File: src/rtl/div_unit.sv
// Multi-cycle restoring radix-2 divider for the HI/LO unit: DIV/DIVU with
// divide-by-zero shortcut, cancel on pipeline flush, and a 32-cycle iteration.
module div_unit #(
    parameter int DATA_W = 32
) (
    input  logic              clk,
    input  logic              rst,
    input  logic              start_i,
    input  logic              cancel_i,
    input  logic              signed_i,
    input  logic [DATA_W-1:0] dividend_i,
    input  logic [DATA_W-1:0] divisor_i,
    output logic              busy_o,
    output logic              done_o,
    output logic [DATA_W-1:0] result_lo_o,
    output logic [DATA_W-1:0] result_hi_o
);

    typedef enum logic [1:0] {IDLE, DIV_ZERO, ON, END} state_t;

    state_t            state, state_nx;
    logic [5:0]        cnt;
    logic [DATA_W-1:0] quo, rem, dsr, dvd_raw;
    logic              neg_q, neg_r, div_by_zero;

    logic              accept;
    logic [DATA_W-1:0] dvd_mag, dsr_mag;
    logic [DATA_W:0]   shifted, trial;

    assign accept  = (state == IDLE) && start_i && !cancel_i;
    assign dvd_mag = (signed_i && dividend_i[DATA_W-1]) ? -dividend_i : dividend_i;
    assign dsr_mag = (signed_i && divisor_i[DATA_W-1])  ? -divisor_i  : divisor_i;

    // Bring down the next dividend bit and try subtracting the divisor.
    assign shifted = {rem, quo[DATA_W-1]};
    assign trial   = shifted - {1'b0, dsr};

    // NOTE: every always_comb output gets a default before the case so no latch is inferred.
    always_comb begin
        state_nx = state;
        unique case (state)
            IDLE:     if (start_i) state_nx = (divisor_i == '0) ? DIV_ZERO : ON;
            DIV_ZERO: state_nx = END;
            ON:       if (cnt == 6'(DATA_W - 1)) state_nx = END;
            END:      if (!start_i) state_nx = IDLE;
            default:  state_nx = IDLE;
        endcase
        if (cancel_i) state_nx = IDLE;
    end

    // NOTE: sequential state uses non-blocking assignments so every register samples pre-edge values.
    always_ff @(posedge clk) begin
        if (rst) state <= IDLE;
        else     state <= state_nx;
    end

    always_ff @(posedge clk) begin
        if (rst) begin
            cnt         <= '0;
            quo         <= '0;
            rem         <= '0;
            dsr         <= '0;
            dvd_raw     <= '0;
            neg_q       <= 1'b0;
            neg_r       <= 1'b0;
            div_by_zero <= 1'b0;
        end else if (accept) begin
            cnt         <= '0;
            quo         <= dvd_mag;
            rem         <= '0;
            dsr         <= dsr_mag;
            dvd_raw     <= dividend_i;
            neg_q       <= signed_i && (dividend_i[DATA_W-1] ^ divisor_i[DATA_W-1]);
            neg_r       <= signed_i && dividend_i[DATA_W-1];
            div_by_zero <= (divisor_i == '0);
        end else if (state == ON) begin
            cnt <= cnt + 6'd1;
            if (!trial[DATA_W]) begin
                rem <= trial[DATA_W-1:0];
                quo <= {quo[DATA_W-2:0], 1'b1};
            end else begin
                rem <= shifted[DATA_W-1:0];
                quo <= {quo[DATA_W-2:0], 1'b0};
            end
        end
    end

    always_comb begin
        busy_o      = (state == DIV_ZERO) || (state == ON);
        done_o      = 1'b0;
        result_lo_o = '0;
        result_hi_o = '0;
        if (state == END) begin
            done_o = 1'b1;
            if (div_by_zero) begin
                result_lo_o = '1;
                result_hi_o = dvd_raw;
            end else begin
                result_lo_o = neg_q ? -quo : quo;
                result_hi_o = neg_r ? -rem : rem;
            end
        end
    end

endmodule

File: config.mk
export PLATFORM = sky130hd
export DESIGN_NAME = div_unit
export DESIGN_NICKNAME = d
export VERILOG_FILES = /design/src/rtl/div_unit.sv
export SDC_FILE = /design/constraint.sdc
export NUM_CORES = 1
export LEC_CHECK = 0
export CORE_MARGIN = 2
export CORE_UTILIZATION = 45
export DETAILED_ROUTE_END_ITERATION = 6
export HOLD_SLACK_MARGIN = 0.02
export PLACE_DENSITY = 0.79
export SYNTH_ARGS = -nofsm -noshare
export SYNTH_HDL_FRONTEND = slang
export SYNTH_SLANG_ARGS = --single-unit
File: constraint.sdc
create_clock -name clk -period 6.9 [get_ports clk]
set_input_delay 0.69 -clock clk [delete_from_list [all_inputs] [get_ports clk]]
set_output_delay 0.69 -clock clk [all_outputs]
set_load 0.05 [all_outputs]
==> metrics.yaml <==
wl_per_cell_um: 17.0
die_area_mm2: 0.0243
cp_common_cell: "o21ai_0"
p_sw_uw: 987
grt_max_degree: 72
synth_top_family_by_area: "compound AO/OA/AOI/OAI gates"
syn_area_per_cell_um2: 7.69
setup_violations: 0
drv_slew: 0
clockPowerShare_pct: 33.9
grt_pass1_wl_mm: 47.5
grt.overflow.total: 0
synth_compound_area_share_pct: 26.1
cts_made_buffers: 17
skew_ps: 7.03
intPower_mw: 1.88
hold-path-endpoint: "dvd_raw[17]"
h-tree-depth: 4
instances_no_fill: 1727
synthesis.nets: 1460
worstHoldStart: "dvd_raw[17]"
cts_hold_buf: 0
pwr-share-comb_pct: 33.8
drc: 0
arrival_ps: 4490
ctsLongestPathBuffers: 2
p_leak_nw: 4.53
hpwl_mm: 22.0
synthMuxAreaShare_pct: 5.61
yosys_warnings: 0
area_growth_pct: 20.3
clkTransAtPathRegs_ps: 60
required_ps: 6210
nNetsFinal: 1540
final_common_cell: "nand2_1"
rows: 55
clk-insertion-delay-late_ps: 430
crit_type: "register to output pin"
fp.dieW_um: 156
critPathMaxStageDelay_ps: 940
start_util_pct: 45.8
most-common-layout-cells: "nand2_1 (166), dfxtp_1 (138), clkdlybuf4s50_1 (133), o21ai_0 (114), a21oi_1 (104)"
place.gp.congestion: 0.949
cts_root_buf: "clkbuf_16"
min_path_cells: 2
end_kind: "output pin"
io_buffer_count: 134
rr_worst_depth: 14
hold_viol: 0
synth-xor-area-share_pct: 12.7
synth-simple-area-share_pct: 18.7
synth_flop_cell: "dfxtp_1"
post_cts_resized: 0
critPathSlowestCell: "o41ai_1"
antennaDiodeCount: 0
postRouteAntennaNets: 0
hold_slack_ps: 454
fp.dieH_um: 156
via_per_inst: 5.78
path_cells: "or3_1, nor2_1, nand3_1, o41ai_1, o21ai_0, a21oi_1, o21ai_1, xnor2_1, o21ai_0, and2_1, clkdlybuf4s50_1"
drt_iter0_drc: 669
cts_sinks: 139
hold_class: "register to register"
dp_cells: 1695
synth-edff-count: 0
synth_cell_types: 70
synth-seq-cells: 139
max_freq_ghz: 0.193
fill_cells: 2074
vdd_drop_max_uv: 206
coreArea_mm2: 0.0226
async_reset_ff_share_pct: 0
drv_cap: 0
p_sw_share_pct: 34.4
first_global_vias: 9299
cp-start-kind: "register"
yosysSeqAreaShare_pct: 26.8
grt_usage_pct: 24.3
tightest_slew_ps: 1140
io_pins: 135
cts_tree: "done"
rsz0062_at_grt: "no"
power.density_mw_per_mm2: 230
reg2reg_from: "quo[31]"
slew_headroom_pct: 23.8
outcome: "finished clean"
synthesis.area_mm2: 0.0104
utilization_pct: 55.1
finalSetupTns_ps: 0
antenna_found_initial: 0
synth_fa_ha_area_share_pct: 5.14
period_needed_ps: 5180
vias: 9978
post_cts_buffers: 0
path_max_fanout: 7
ff2ff_setup_slack_ps: 2880
postSynthCellCount: 1349
fin_crit_sh_pct: 75.0
first_pass_iters: 5
r2r-end: "rem[29]"
drive_above_1_share_pct: 5.34
seq_power_share_pct: 32.3
wl_mm: 29.4
[registers in the layout, indices dropped and copies added (netlist names)]
register / flops
dsr: 32
dvd_raw: 32
quo: 32
div_by_zero: 1
state: 2
rem: 32
neg_q: 1
cnt: 6
neg_r: 1
[critical path: cells and delay by family, from the launching register on]
family	cells	cell delay [ps]
compound gates	5	1810
simple gates	4	940
buf+inv	1	800
xor+xnor	1	130
flops	1	370
[cell usage after synthesis, types with 41 or more instances]
cell type | number | area [um2]
clkbuf_1 | 72 | 270
dfxtp_1 | 139 | 2780
o22ai_1 | 43 | 269
o21ai_0 | 114 | 571
inv_1 | 52 | 195
nand2_1 | 166 | 623
a21oi_1 | 104 | 521
xnor2_1 | 83 | 727
mux2i_1 | 57 | 571
nor2_1 | 79 | 297
xor2_1 | 68 | 596
ha_1 | 41 | 513
[final cells by class]
cell class	count	area, um2	share of cell area (%)
Clock inverter	14	195	1.56
Multi-Input combinational cell	1075	7110	57.0
Inverter	54	203	1.62
Clock buffer	18	429	3.44
Timing Repair Buffer	142	1400	11.2
Sequential cell	139	2780	22.3
Tap cell	285	357	2.86
[metrics by stage]
stage	instance area, um2	setup slack (ps)	power [mW]
global placement	11900	2350	1.88
detailed placement	11900	2310	1.89
CTS	12500	1740	2.87
floorplan	10400	3200	1.65
global route	12500	1410	3.01
finish	12500	1720	2.87
[power groups by stage]
stage	Sequential (mW)	Combinational (mW)	Clock, mW
after floorplan	0.916	0.734	0
after global placement	0.938	0.940	0
after detailed placement	0.941	0.951	0
after CTS	0.923	0.960	0.984
after global routing	0.933	1.07	1.01
final	0.925	0.968	0.973
[kinds of logic (layout without fill, tap and decap cells)]
kind of cell,Yosys count,after routing
fa+ha+maj,42,42
flops,139,139
xor+xnor,151,151
mux,58,58
compound gates,432,432
simple gates,392,392
buf+inv,135,228
[per-layer routing]
| metal | track usage (%) | wire length [um] | vias up |
|---|---|---|---|
| met3 | 4.28 | 1650 | 58 |
| li1 | - | - | 4982 |
| met5 | 0 | 0 | - |
| met1 | 31.9 | 13500 | 4617 |
| met4 | 10.5 | 1030 | 0 |
| met2 | 39.1 | 13200 | 321 |
[worst max path at each step]
stage / startpoint / endpoint / slack [ps] / cells past startpoint
detailed placement: rem[6] / result_hi_o[29] / 2310 / 11
global route: rem[6] / result_hi_o[30] / 1410 / 11
finish: rem[6] / result_hi_o[28] / 1720 / 11
global placement: rem[6] / result_hi_o[28] / 2350 / 11
floorplan: quo[6] / result_lo_o[28] / 3200 / 10
CTS: rem[6] / result_hi_o[28] / 1740 / 11
Note: power is estimated with default switching activity, not from simulation.
